[config.mk]
export PLATFORM = sky130hd
export DESIGN_NAME = rom_dl_ctrl
export DESIGN_NICKNAME = d
export VERILOG_FILES = /design/src/rtl/rom_dl_pkg.sv /design/src/rtl/rom_dl_fifo.sv /design/src/rtl/rom_dl_ctrl.sv
export SDC_FILE = /design/constraint.sdc
export NUM_CORES = 1
export LEC_CHECK = 0
export ABC_AREA = 1
export BUFFER_PORTS_ARGS = -buffer_cell sky130_fd_sc_hd__buf_2
export CAP_MARGIN = 20
export CORE_UTILIZATION = 55
export DETAILED_ROUTE_END_ITERATION = 8
export PLACE_DENSITY = 0.79
export SYNTH_ARGS = -nofsm -noshare
export SYNTH_HDL_FRONTEND = slang
export SYNTH_HIERARCHICAL = 1
export SYNTH_SLANG_ARGS = --single-unit
[constraint.sdc]
create_clock -name clk_sys -period 7 [get_ports clk_sys]
set_input_delay 0.7 -clock clk_sys [delete_from_list [all_inputs] [get_ports clk_sys]]
set_output_delay 0.7 -clock clk_sys [all_outputs]
set_load 0.01 [all_outputs]
[src/rtl/rom_dl_pkg.sv]
// Shared types for the ROM download controller: FSM states,
// queued SDRAM write entry and byte-to-entry helpers.
package rom_dl_pkg;

  localparam int RAM_AW_DEF = 22;
  localparam int ENT_AW = 24;

  typedef enum logic [2:0] {
    S_IDLE,
    S_LOAD,
    S_FLUSH,
    S_DRAIN,
    S_HOLD,
    S_RUN
  } state_t;

  typedef struct packed {
    logic [ENT_AW-1:0] addr;
    logic [15:0]       din;
    logic [1:0]        ds;
  } q_entry_t;

  function automatic q_entry_t mk_single(
    input logic [24:0] a,
    input logic [7:0]  b
  );
    q_entry_t e;
    e.addr = a[24:1];
    e.din  = {b, b};
    e.ds   = a[0] ? 2'b10 : 2'b01;
    return e;
  endfunction

  function automatic q_entry_t mk_pair(
    input logic [24:0] a,
    input logic [7:0]  hi,
    input logic [7:0]  lo
  );
    q_entry_t e;
    e.addr = a[24:1];
    e.din  = {hi, lo};
    e.ds   = 2'b11;
    return e;
  endfunction

endpackage

[src/rtl/rom_dl_fifo.sv]
// Pending-write queue; a full queue still accepts a push when a
// pop happens in the same cycle.
module rom_dl_fifo
  import rom_dl_pkg::*;
#(
  parameter int DEPTH = 4
) (
  input  logic     clk_sys,
  input  logic     rst_n,
  input  logic     push,
  input  q_entry_t din,
  input  logic     pop,
  output q_entry_t dout,
  output logic     full,
  output logic     empty
);

  localparam int AW = (DEPTH > 1) ? $clog2(DEPTH) : 1;
  localparam logic [AW:0] FULL_CNT = (AW+1)'(DEPTH);

  q_entry_t mem [DEPTH];
  logic [AW-1:0] wp;
  logic [AW-1:0] rp;
  logic [AW:0]   cnt;
  logic          do_pop;
  logic          do_push;

  assign empty   = (cnt == '0);
  assign full    = (cnt == FULL_CNT);
  assign do_pop  = pop & ~empty;
  assign do_push = push & (~full | do_pop);
  assign dout    = mem[rp];

  always_ff @(posedge clk_sys or negedge rst_n) begin
    if (!rst_n) begin
      wp  <= '0;
      rp  <= '0;
      cnt <= '0;
    end else begin
      if (do_push) wp <= wp + 1'b1;
      if (do_pop)  rp <= rp + 1'b1;
      unique case ({do_push, do_pop})
        2'b10:   cnt <= cnt + 1'b1;
        2'b01:   cnt <= cnt - 1'b1;
        default: cnt <= cnt;
      endcase
    end
  end

  always_ff @(posedge clk_sys) begin
    if (do_push) mem[wp] <= din;
  end

endmodule

[src/rtl/rom_dl_ctrl.sv]
// ROM download to SDRAM with byte packing, write queue and core reset.
// Optional checksum logic: define ROM_DL_CHECKSUM_EN.
module rom_dl_ctrl
  import rom_dl_pkg::*;
#(
  parameter logic [7:0]  ROM_INDEX   = 8'd0,
  parameter int          RAM_AW      = RAM_AW_DEF,
  parameter logic [24:0] ROM_LIMIT   = 25'h20000,
  parameter int          FIFO_DEPTH  = 4,
  parameter int          HOLD_CYCLES = 16
) (
  input  logic              clk_sys,
  input  logic              init_n,
  input  logic              ioctl_download,
  input  logic [7:0]        ioctl_index,
  input  logic              ioctl_wr,
  input  logic [24:0]       ioctl_addr,
  input  logic [7:0]        ioctl_dout,
  input  logic              soft_reset,
  output logic              ram_req,
  input  logic              ram_ack,
  output logic [RAM_AW-1:0] ram_addr,
  output logic [15:0]       ram_din,
  output logic [1:0]        ram_ds,
  output logic              ram_we,
  output logic              rom_loaded,
  output logic              core_reset,
  output logic              overflow,
  output logic [15:0]       checksum
);

  localparam logic [7:0] HOLD_LAST = 8'(HOLD_CYCLES - 1);

  logic [1:0]  rst_sync;
  logic        rst_s;
  state_t      st;
  logic        wr_q;
  logic        soft_q;
  logic        pack_v;
  logic [24:0] pa;
  logic [7:0]  pb;
  logic [7:0]  hc;

  logic        dl_start;
  logic        accept;
  logic        pair_ok;
  logic        acc_pair;
  logic        acc_held;
  logic        acc_odd;
  logic        fl_held;
  logic        push;
  q_entry_t    push_e;
  q_entry_t    head;
  logic        q_full;
  logic        q_empty;
  logic        hs_idle;
  logic        issue;

  // Release is resynchronised; assertion stays asynchronous.
  always_ff @(posedge clk_sys or negedge init_n) begin
    if (!init_n) rst_sync <= 2'b00;
    else         rst_sync <= {rst_sync[0], 1'b1};
  end
  assign rst_s = rst_sync[1];

  assign dl_start = ioctl_download & (ioctl_index == ROM_INDEX);
  assign accept   = (st == S_LOAD) & ioctl_download
                  & ioctl_wr & ~wr_q & (ioctl_addr < ROM_LIMIT);
  assign pair_ok  = pack_v & ~pa[0] & ioctl_addr[0]
                  & (pa[24:1] == ioctl_addr[24:1]);
  assign hs_idle  = (ram_req == ram_ack);
  assign issue    = hs_idle & ~q_empty;

  always_comb begin
    acc_pair = accept & pair_ok;
    acc_held = accept & ~pair_ok & pack_v;
    acc_odd  = accept & ~pack_v & ioctl_addr[0];
    fl_held  = (st == S_FLUSH) & pack_v;
    push     = 1'b0;
    push_e   = '0;
    unique case (1'b1)
      acc_pair: begin
        push   = 1'b1;
        push_e = mk_pair(ioctl_addr, ioctl_dout, pb);
      end
      acc_held, fl_held: begin
        push   = 1'b1;
        push_e = mk_single(pa, pb);
      end
      acc_odd: begin
        push   = 1'b1;
        push_e = mk_single(ioctl_addr, ioctl_dout);
      end
      default: ;
    endcase
  end

  rom_dl_fifo #(
    .DEPTH(FIFO_DEPTH)
  ) u_fifo (
    .clk_sys(clk_sys),
    .rst_n  (rst_s),
    .push   (push),
    .din    (push_e),
    .pop    (issue),
    .dout   (head),
    .full   (q_full),
    .empty  (q_empty)
  );

  always_ff @(posedge clk_sys or negedge rst_s) begin
    if (!rst_s) begin
      st         <= S_IDLE;
      wr_q       <= 1'b0;
      soft_q     <= 1'b0;
      pack_v     <= 1'b0;
      pa         <= '0;
      pb         <= '0;
      hc         <= '0;
      ram_req    <= 1'b0;
      ram_addr   <= '0;
      ram_din    <= '0;
      ram_ds     <= '0;
      ram_we     <= 1'b1;
      rom_loaded <= 1'b0;
      core_reset <= 1'b1;
      overflow   <= 1'b0;
    end else begin
      wr_q   <= ioctl_wr;
      soft_q <= soft_reset;
      if (push & q_full & ~issue) overflow <= 1'b1;
      if (issue) begin
        ram_req  <= ~ram_req;
        ram_addr <= head.addr[RAM_AW-1:0];
        ram_din  <= head.din;
        ram_ds   <= head.ds;
      end
      // An odd byte that cannot pair waits in the pack register too.
      if (acc_pair) begin
        pack_v <= 1'b0;
      end else if (accept & (pack_v | ~ioctl_addr[0])) begin
        pack_v <= 1'b1;
        pa     <= ioctl_addr;
        pb     <= ioctl_dout;
      end else if (st == S_FLUSH) begin
        pack_v <= 1'b0;
      end
      unique case (st)
        S_IDLE: begin
          if (dl_start) st <= S_LOAD;
        end
        S_LOAD: begin
          if (!ioctl_download) st <= S_FLUSH;
        end
        S_FLUSH: begin
          st <= S_DRAIN;
        end
        S_DRAIN: begin
          if (dl_start) begin
            st <= S_LOAD;
          end else if (q_empty && hs_idle) begin
            st <= S_HOLD;
            hc <= '0;
          end
        end
        S_HOLD: begin
          if (dl_start) begin
            st <= S_LOAD;
          end else if (hc == HOLD_LAST) begin
            st         <= S_RUN;
            rom_loaded <= 1'b1;
            core_reset <= 1'b0;
            ram_we     <= 1'b0;
            ram_addr   <= '1;
          end else begin
            hc <= hc + 1'b1;
          end
        end
        S_RUN: begin
          if (dl_start) begin
            st         <= S_LOAD;
            core_reset <= 1'b1;
            ram_we     <= 1'b1;
            ram_addr   <= '0;
          end else begin
            core_reset <= soft_reset & ~soft_q;
          end
        end
        default: st <= S_IDLE;
      endcase
    end
  end

`ifdef ROM_DL_CHECKSUM_EN
  always_ff @(posedge clk_sys or negedge rst_s) begin
    if (!rst_s) begin
      checksum <= '0;
    end else if (dl_start && (st == S_IDLE || st == S_RUN)) begin
      checksum <= '0;
    end else if (accept) begin
      checksum <= checksum + {8'h00, ioctl_dout};
    end
  end
`else
  assign checksum = '0;
`endif

endmodule

==> results of run 1 <==
-- placed cells by master, fill, tap and decap left out, drive strengths merged, types with 3 or more instances in the layout --
cell type,count
a21oi,3
a31oi,22
buf,102
bufinv,6
clkbuf,34
clkinv,9
conb,17
dfrtp,99
edfxtp,160
ha,6
inv,131
nand2,314
nand3,24
nand4,10
nor2,181
nor3,11
nor4,3
o21ai,180
or2,8
xnor2,5
xor2,6
-- state kept, by name, indices dropped and copies added, names as in the netlist, 2 cells and up --
signal	count
u_fifo/mem	160
pa	25
ram_addr	22
ram_din	16
hc	8
pb	8
st	3
u_fifo/cnt	3
ram_ds	2
rst_sync	2
u_fifo/rp	2
u_fifo/wp	2
-- power breakdown --
part | leakage [nW] | internal (mW) | switching [mW]
registers | 2.99 | 1.68 | 0.0455
clock network | 0.469 | 0.951 | 0.582
logic | 2.66 | 0.107 | 0.187
-- layout make-up --
cell class                      count  area (sq um)
Fill cell                        1662          7760
Sequential cell                   261          7340
Multi-Input combinational cell    797          3640
Clock buffer                       34           722
Timing Repair Buffer              103           548
Inverter                          131           500
Tap cell                          275           344
Clock inverter                     15           230
-- routing by layer --
layer | global-route usage | vias to the layer above | wire (um)
met5 | 0 | - | 0
met4 | 0.0598 | 0 | 532
met3 | 0.0273 | 38 | 1490
met2 | 0.392 | 303 | 12000
met1 | 0.354 | 4050 | 11800
li1 | - | 4178 | -
-- repair_timing --
item | in CTS | in global routing
endpoints found under the hold margin | 2 | 0
buffers inserted | 0 | 0
setup endpoints to repair | 0 | 0
hold buffers | 1 | 0
-- per-stage QoR --
step | std cells | instance area, sq um
6_report | 1616 | 13300
5_1_grt | 1616 | 13300
4_1_cts | 1616 | 13300
3_5_place_dp | 1566 | 12400
3_3_place_gp | 1566 | 12400
2_1_floorplan | 1254 | 11900
-- final timing paths --
| path | from | slack (ns) | to | depth (start not counted) |
|---|---|---|---|---|
| setup / recovery | st[2] | 3.15 | u_fifo/mem[2][13] | 14 |
| hold / removal | ioctl_wr | 0.29 | wr_q | 1 |
| setup reg to reg | st[2] | 3.15 | u_fifo/mem[2][13] | 14 |
| hold reg to reg | rst_sync[0] | 0.35 | rst_sync[1] | 0 |
| max in group asynchronous | rst_sync[1] | 5.46 | ram_din[4] | 1 |
| min in group asynchronous | rst_sync[1] | 0.37 | ram_addr[8] | 0 |
==> key figures, run 1 <==
Run status
  • Status: finished, final reports clean

GRT
  • Global-route wire length before repair: 41.9 mm
  • Initial antenna violation count: 0
  • Pin count of the biggest net entering global routing: 84
  • Vias in the first global route: 8159
  • GRT Total Usage: 0.243
  • GRT overflow: 0

Finish
  • Share of post-route cells with drive strength above 1: 0.140
  • Antenna cells: 0
  • Final nets: 1375
  • Final Util: 0.632
  • Layout area overhead: 12.6%

Clock network
  • Root Buffer: clkbuf_16
  • CTS sink cnt: 261
  • CTS Buf Count: 27
  • Post-CTS sizing: 0
  • Htree depth: 1
  • Clk buf depth: 3
  • TritonCTS clock tree: built
  • Clock slew seen by the registers of the worst setup and hold paths: 0.06 ns
  • Worst-skew pair later-pin latency: 0.53 ns

Drt
  • Initial DRC count: 766
  • DR DRC count: 0
  • Vias per Instance: 5.30
  • WL final: 25.9 mm
  • DRT Pass-1 Iters: 5
  • Post-route ant nets: 0
  • Routed len/inst: 16.0 um
  • Vias: 8569

Timing
  • Fmax: 260 MHz
  • Ratio of final minimum period to clock period: 0.549
  • Fin. max-slew vios: 0
  • Setup Skew: 0.0146 ns
  • Setup TNS: 0 ns
  • Final worst path period need: 3.85 ns
  • Hold slack: 0.293 ns
  • RSZ-0062 raised after global routing: false
  • Worst setup margin: 3.15 ns
  • Final setup violating endpoints: 0
  • Worst slew pin tran: 0.916 ns
  • Final Hold Vio Count: 0
  • Worst slew margin: 0.390

Run
  • Max cap viols: 0

Worst setup path
  • Slowest stage cell, crit path: nor2_4
  • CP Buf/Inv Count: 4
  • Max Fanout on Critical Path: 26
  • WS Path Type: reg2reg
  • Crit start category: flip-flop
  • Arrival @ worst endpoint: 4.06 ns
  • Setup crit end kind: flip-flop
  • Crit-path leading delay family: simple AND/OR/NAND/NOR gates
  • Most frequent CP cell: nand2_1
  • WP data required: 7.22 ns
  • Largest stage delay, worst path: 0.76 ns
  • Crit-path cells: inv_2, nand2_2, nor2_4, inv_2, nor2_4, nand3_2, inv_4, nand2_1, nand2_1, nand2_2, nand2_1, nand2_1, nor2_4, buf_4

Power and ir drop
  • Maximum VDD drop: 0.195 mV
  • Static leakage: 6.13 nW
  • Pwr Density: 266 mW/mm^2
  • Total power: 3.55 mW

Synth
  • Synth Instances: 1239
  • Cell area after synthesis: 0.0118 sq mm
  • Ys Warns: 6
  • Syn Area/Cell: 9.56 sq um

Die
  • Die width: 149 um
  • Std-Cell Rows: 53
  • Die H: 149 um
  • Die area: 0.0221 sq mm
  • Core area: 0.0211 sq mm
  • # IOs: 108
  • Initial Util: 0.561

Placement
  • Routability cong.: 0.880
  • Post-Place Setup Slack: 2.91 ns
  • Buffers on Ports: 91
  • Post-DP HPWL: 16.8 mm

Worst hold path
  • Worst Hold Class: in2reg
Note: power is estimated with default switching activity, not from simulation.
==> run 2: changes to the inputs <==
Clock period 7 ns to 3.8 ns, I/O delays scaled along.
==> key figures, run 2 (synthesis gave the netlist of run 1 again) <==
Clock network
  • CTS sink cnt: 261 (unchanged)
  • Worst-skew pair later-pin latency: 0.53 ns (about the same)
  • CTS Buf Count: 27 (unchanged)
  • Clock slew seen by the registers of the worst setup and hold paths: 0.06 ns (about the same)
  • Htree depth: 1 (unchanged)
  • Post-CTS sizing: 0 (unchanged)
  • TritonCTS clock tree: built (unchanged)
  • Root Buffer: clkbuf_16 (unchanged)
  • Clk buf depth: 3 (unchanged)

Worst setup path
  • Reg2reg setup slack: 0.80 ns (was 3.15 ns)
  • Slowest stage cell, crit path: dfrtp_1 (was nor2_4)
  • Worst R2R Path Depth: 16 (was 14)
  • Crit-path leading delay family: simple AND/OR/NAND/NOR gates (unchanged)
  • R2r startpoint: st[2] (unchanged)
  • Crit Reg-Reg Endpoint: u_fifo/cnt[1] (was u_fifo/mem[2][13])
  • Largest stage delay, worst path: 0.43 ns (was 0.76 ns)
  • Arrival @ worst endpoint: 3.45 ns (was 4.06 ns)
  • Crit start category: flip-flop (unchanged)
  • WP data required: 4.25 ns (was 7.22 ns)
  • WS Path Type: reg2reg (unchanged)
  • Crit-path cells: inv_2, nand2_2, nor2_4, inv_2, nor2_4, nand3_2, inv_4, nand2_2, inv_4, nor2_4, nand2_1, nand2_1, ha_1, inv_1, fa_1, o21ai_0 (was inv_2, nand2_2, nor2_4, inv_2, nor2_4, nand3_2, inv_4, nand2_1, nand2_1, nand2_2, nand2_1, nand2_1, nor2_4, buf_4)
  • Most frequent CP cell: nor2_4 (was nand2_1)
  • Setup crit end kind: flip-flop (unchanged)
  • Max Fanout on Critical Path: 10 (was 26)
  • CP Buf/Inv Count: 5 (was 4)

Drt
  • Post-route ant nets: 0 (unchanged)
  • WL final: 25.1 mm (was 25.9 mm)
  • Vias: 8604 (was 8569)
  • DR DRC count: 0 (unchanged)
  • Initial DRC count: 754 (was 766)
  • DRT Pass-1 Iters: 5 (unchanged)
  • Vias per Instance: 5.29 (was 5.30)
  • Routed len/inst: 15.4 um (was 16.0 um)

Die
  • Die width: 149 um (unchanged)
  • Core area: 0.0211 sq mm (unchanged)
  • Die area: 0.0221 sq mm (unchanged)
  • Std-Cell Rows: 53 (unchanged)
  • Die H: 149 um (unchanged)
  • # IOs: 108 (unchanged)
  • Initial Util: 0.561 (unchanged)

Timing
  • Setup TNS: 0 ns (unchanged)
  • Final setup violating endpoints: 0 (unchanged)
  • Setup Skew: 0.0127 ns (was 0.0146 ns)
  • RSZ-0062 raised after global routing: false (unchanged)
  • Worst slew pin tran: 0.909 ns (was 0.916 ns)
  • Worst slew margin: 0.394 (was 0.390)
  • Hold slack: 0.0874 ns (was 0.293 ns)
  • Fmax: 333 MHz (was 260 MHz)
  • Final Hold Vio Count: 0 (unchanged)
  • Fin. max-slew vios: 0 (unchanged)
  • Final worst path period need: 3.00 ns (was 3.85 ns)
  • Ratio of final minimum period to clock period: 0.791 (was 0.549)

Worst hold path
  • Worst Hold Class: in2reg (unchanged)
  • Hold Path Origin: ram_ack (was ioctl_wr)
  • Worst hold endpoint: ram_req (was wr_q)
  • Hold path depth: 2 (was 1)

Finish
  • Antenna cells: 0 (unchanged)
  • Most frequent cells in the layout: nand2_1, nor2_1, edfxtp_1 (unchanged)
  • Final nets: 1383 (was 1375)
  • Fill cell count: 1675 (was 1662)
  • Share of post-route cells with drive strength above 1: 0.147 (was 0.140)
  • Commonest non-fill, non-tap cell in the layout: nand2_1 (unchanged)
  • Most flop-heavy register: u_fifo/mem (unchanged)
  • Layout area overhead: 12.6% (about the same)
  • Design Area, Final: 0.0133 sq mm (about the same)
  • Top Registers: u_fifo/mem (160), pa (25), ram_addr (22) (unchanged)
  • Max reg flops: 160 (unchanged)

Run status
  • Status: finished, final reports clean (unchanged)

GRT
  • Initial antenna violation count: 0 (unchanged)
  • GRT Total Usage: 0.235 (was 0.243)
  • Pin count of the biggest net entering global routing: 83 (was 84)
  • Global-route wire length before repair: 40.7 mm (was 41.9 mm)
  • Vias in the first global route: 8148 (was 8159)
  • GRT overflow: 0 (unchanged)

Placement
  • Post-DP HPWL: 16.6 mm (was 16.8 mm)
  • Placed Area: 0.0124 sq mm (about the same)
  • Buffers on Ports: 91 (unchanged)
  • Routability cong.: 0.851 (was 0.880)

Power and ir drop
  • Static leakage: 6.14 nW (was 6.13 nW)
  • Pwr Density: 474 mW/mm^2 (was 266 mW/mm^2)
  • Maximum VDD drop: 0.278 mV (was 0.195 mV)

Run
  • Max cap viols: 0 (unchanged)
[run 2: power by group]
part           switching, mW  total, mW  internal, mW
Sequential            0.0913       3.18          3.09
Clock                   1.08       2.61          1.53
Combinational          0.337      0.535         0.198
[run 2: layout make-up]
type,count,area (sq um),area share
Timing Repair Buffer,111,613,0.0460
Tap cell,275,344,0.0258
Sequential cell,261,7340,0.550
Multi-Input combinational cell,797,3640,0.273
Clock inverter,17,155,0.0116
Clock buffer,33,738,0.0554
Inverter,131,500,0.0375
[run 2: per-stage QoR]
step | utilization | power [mW] | setup WS [ns] | instances
6_report | 0.632 | 6.32 | 0.796 | 1625
5_1_grt | 0.632 | 6.57 | 0.574 | 1625
4_1_cts | 0.632 | 6.36 | 0.816 | 1625
3_5_place_dp | 0.589 | 3.77 | 0.818 | 1572
3_3_place_gp | 0.589 | 3.75 | 0.912 | 1572
2_1_floorplan | - | 3.55 | 0.126 | 1254
[run 2: timing repair]
action	4_1_cts	5_1_grt
buffers inserted	0	0
endpoints found under the setup margin	0	0
hold buffers	3	0
endpoints found under the hold margin	4	0
[run 2: worst register-to-register path, cell delays in order, from the launching register on]
cell,delay [ns]
dfrtp_1,0.43
inv_2,0.09
nand2_2,0.09
nor2_4,0.11
inv_2,0.05
nor2_4,0.18
nand3_2,0.15
inv_4,0.15
nand2_2,0.08
inv_4,0.12
nor2_4,0.07
nand2_1,0.13
nand2_1,0.29
ha_1,0.32
inv_1,0.09
fa_1,0.42
o21ai_0,0.17
[run 2: how the worst max path moves through the flow]
| stage | start | end | slack (ns) | depth (start not counted) |
|---|---|---|---|---|
| after global placement | ioctl_addr[19] | u_fifo/cnt[1] | 0.91 | 13 |
| after global routing | st[2] | u_fifo/cnt[1] | 0.57 | 16 |
| after floorplan | u_fifo/cnt[0] | u_fifo/mem[0][0] | 0.13 | 11 |
| after CTS | st[2] | u_fifo/cnt[1] | 0.82 | 16 |
| final | st[2] | u_fifo/cnt[1] | 0.80 | 16 |
| after detailed placement | ioctl_addr[24] | u_fifo/cnt[1] | 0.82 | 15 |
[run 2: per-layer routing]
layer | track usage | vias to the layer above | part of all wire
met5 | 0 | - | 0
li1 | - | 4187 | -
met1 | 0.343 | 4055 | 0.44
met2 | 0.371 | 319 | 0.46
met4 | 0.0588 | 0 | 0.019
met3 | 0.0350 | 43 | 0.079
==> run 3: changes to the inputs <==
Settings changed: CORE_UTILIZATION 55 to 54, PLACE_DENSITY 0.79 to 0.8.
Clock period 3.8 ns to 2.45 ns, I/O delays scaled along.
==> key figures, run 3 (synthesis gave the netlist of run 1 again) <==
Worst setup path
  • Arrival @ worst endpoint: 2.86 ns (was 3.45 ns)
  • CP Buf/Inv Count: 2 (was 5)
  • Critical path destination: u_fifo/cnt[2] (was u_fifo/cnt[1])
  • Stages on worst setup path: 19 (was 16)
  • Worst R2R Path Depth: 19 (was 16)
  • Largest stage delay, worst path: 0.38 ns (was 0.43 ns)
  • Most frequent CP cell: nand2_2 (was nor2_4)
  • Crit-path cells: inv_2, nand2_2, nand2_1, nor2_1, nand3_1, nor2_1, nand3_2, nand2_2, nand2_2, nand2_4, nand2_4, nand2_4, ha_4, inv_2, fa_2, nand2_2, nand3_1, nand2_1, nand2_1 (was inv_2, nand2_2, nor2_4, inv_2, nor2_4, nand3_2, inv_4, nand2_2, inv_4, nor2_4, nand2_1, nand2_1, ha_1, inv_1, fa_1, o21ai_0)
  • Crit Reg-Reg Endpoint: u_fifo/cnt[2] (was u_fifo/cnt[1])
  • Reg2reg setup slack: -0.0007 ns (was 0.80 ns)
  • Crit start category: flip-flop (unchanged)
  • Max Fanout on Critical Path: 4 (was 10)
  • WS Path Type: reg2reg (unchanged)
  • Slowest stage cell, crit path: dfrtp_1 (unchanged)
  • WP data required: 2.86 ns (was 4.25 ns)
  • R2r startpoint: pa[4] (was st[2])
  • Crit-path leading delay family: simple AND/OR/NAND/NOR gates (unchanged)
  • Crit path from: pa[4] (was st[2])
  • Setup crit end kind: flip-flop (unchanged)

Power and ir drop
  • Total power: 9.86 mW (was 6.32 mW)
  • Maximum VDD drop: 0.512 mV (was 0.278 mV)
  • Static leakage: 6.36 nW (was 6.14 nW)
  • Pwr Density: 708 mW/mm^2 (was 474 mW/mm^2)

Finish
  • Commonest non-fill, non-tap cell in the layout: nand2_1 (unchanged)
  • Most frequent cells in the layout: nand2_1, nor2_1, edfxtp_1 (unchanged)
  • Antenna cells: 0 (unchanged)
  • Max reg flops: 160 (unchanged)
  • Final nets: 1422 (was 1383)
  • Design Area, Final: 0.0139 sq mm (was 0.0133 sq mm)
  • Share of post-route cells with drive strength above 1: 0.171 (was 0.147)
  • Final Util: 0.654 (was 0.632)
  • Layout area overhead: 17.6% (was 12.6%)
  • Top Registers: u_fifo/mem (160), pa (25), ram_addr (22) (unchanged)
  • Fill cell count: 1567 (was 1675)
  • Most flop-heavy register: u_fifo/mem (unchanged)

Placement
  • Placed Area: 0.0127 sq mm (was 0.0124 sq mm)
  • Post-Place Setup Slack: -0.0134 ns (was 0.818 ns)
  • Post-DP HPWL: 17.2 mm (was 16.6 mm)
  • Buffers on Ports: 91 (unchanged)
  • Routability cong.: 0.889 (was 0.851)

Timing
  • Fin. max-slew vios: 0 (unchanged)
  • Fmax: 408 MHz (was 333 MHz)
  • Worst slew margin: 0.573 (was 0.394)
  • Hold slack: 0.0665 ns (was 0.0874 ns)
  • Worst slew pin tran: 0.639 ns (was 0.909 ns)
  • Setup Skew: 0.0285 ns (was 0.0127 ns)
  • RSZ-0062 raised after global routing: true (was false)
  • Final setup violating endpoints: 1 (was 0)
  • Ratio of final minimum period to clock period: 1.00 (was 0.791)
  • Final Hold Vio Count: 0 (unchanged)
  • Worst setup margin: -0.000732 ns (was 0.796 ns)
  • Final worst path period need: 2.45 ns (was 3.00 ns)

Drt
  • DR DRC count: 0 (unchanged)
  • Vias: 8860 (was 8604)
  • Vias per Instance: 5.32 (was 5.29)
  • WL final: 26.7 mm (was 25.1 mm)
  • Initial DRC count: 767 (was 754)
  • Routed len/inst: 16.0 um (was 15.4 um)
  • Post-route ant nets: 0 (unchanged)
  • DRT Pass-1 Iters: 5 (unchanged)

Die
  • Die H: 150 um (was 149 um)
  • Die width: 150 um (was 149 um)
  • Std-Cell Rows: 53 (unchanged)
  • # IOs: 108 (unchanged)
  • Die area: 0.0225 sq mm (was 0.0221 sq mm)
  • Initial Util: 0.556 (was 0.561)
  • Core area: 0.0213 sq mm (was 0.0211 sq mm)

Clock network
  • Htree depth: 1 (unchanged)
  • CTS Buf Count: 27 (unchanged)
  • CTS sink cnt: 261 (unchanged)
  • Worst-skew pair later-pin latency: 0.55 ns (was 0.53 ns)
  • Clk buf depth: 3 (unchanged)
  • Root Buffer: clkbuf_16 (unchanged)
  • TritonCTS clock tree: built (unchanged)
  • Clock slew seen by the registers of the worst setup and hold paths: 0.06 ns (about the same)

Worst hold path
  • Worst Hold Class: in2reg (unchanged)

Run status
  • Status: complete, but fails checks (was finished, final reports clean)
  • Violated checks: setup timing

GRT
  • Pin count of the biggest net entering global routing: 83 (unchanged)
  • Initial antenna violation count: 0 (unchanged)
  • GRT overflow: 0 (unchanged)
  • GRT Total Usage: 0.241 (was 0.235)
  • Vias in the first global route: 8408 (was 8148)
  • Global-route wire length before repair: 42.0 mm (was 40.7 mm)

Run
  • Max cap viols: 0 (unchanged)
[run 3: cell count changes in the layout (fill, tap and decap cells not counted), sizes merged]
cell / delta
clkinvlp: +1
inv: -2
clkbuf: -1
clkinv: +2
dlygate4sd3: +19
buf: +20
[run 3: cell type report]
cell class	instances	area [sq um]	area share
flip-flops and latches	261	7340	0.527
multi-input cells	797	3740	0.269
repair buffers	150	1110	0.0795
clock buffers	32	714	0.0513
inverters	131	500	0.0360
well taps	275	344	0.0247
clock inverters	18	175	0.0126
[run 3: power by group]
group	switching, mW	total (mW)	internal (mW)	leakage (nW)
clock network	1.72	4.04	2.32	0.428
logic	0.560	0.900	0.341	2.94
registers	0.118	4.92	4.80	2.99
total	2.40	9.86	7.46	6.36
[run 3: metal layers]
| metal | vias to the layer above | share of wire | global-route usage |
|---|---|---|---|
| li1 | 4280 | - | - |
| met1 | 4205 | 0.44 | 0.337 |
| met2 | 324 | 0.47 | 0.391 |
| met3 | 51 | 0.065 | 0.0332 |
| met4 | 0 | 0.023 | 0.0768 |
| met5 | - | 0 | 0 |
[run 3: timing repair]
item	in CTS	in global routing
hold endpoints to repair	23	0
pin swaps	5	14
hold buffers	22	0
gates resized for setup	4	19
setup buffers	3	2
setup endpoints to repair	2	52
[run 3: metrics by stage]
step / cells / setup TNS (ns)
3_5_place_dp: 1587 / -0.0150
5_1_grt: 1664 / -0.629
2_1_floorplan: 1254 / 0
6_report: 1664 / -0.000732
3_3_place_gp: 1587 / 0
4_1_cts: 1662 / 0
[run 3: worst min-delay path by stage]
stage / start / end / depth (start not counted)
final: ioctl_dout[3] / pb[3] / 4
after global routing: ioctl_dout[3] / pb[3] / 4
after CTS: ioctl_dout[3] / pb[3] / 4
after detailed placement: init_n / rst_sync[0] / 1
after global placement: init_n / rst_sync[0] / 1
after floorplan: init_n / rst_sync[0] / 0
[run 3: worst reg2reg max path: stages, from the launching register on]
cell	delay, ns
dfrtp_1	0.38
inv_2	0.06
nand2_2	0.06
nand2_1	0.05
nor2_1	0.11
nand3_1	0.11
nor2_1	0.13
nand3_2	0.14
nand2_2	0.11
nand2_2	0.06
nand2_4	0.07
nand2_4	0.07
nand2_4	0.08
ha_4	0.14
inv_2	0.05
fa_2	0.37
nand2_2	0.10
nand3_1	0.09
nand2_1	0.08
nand2_1	0.06
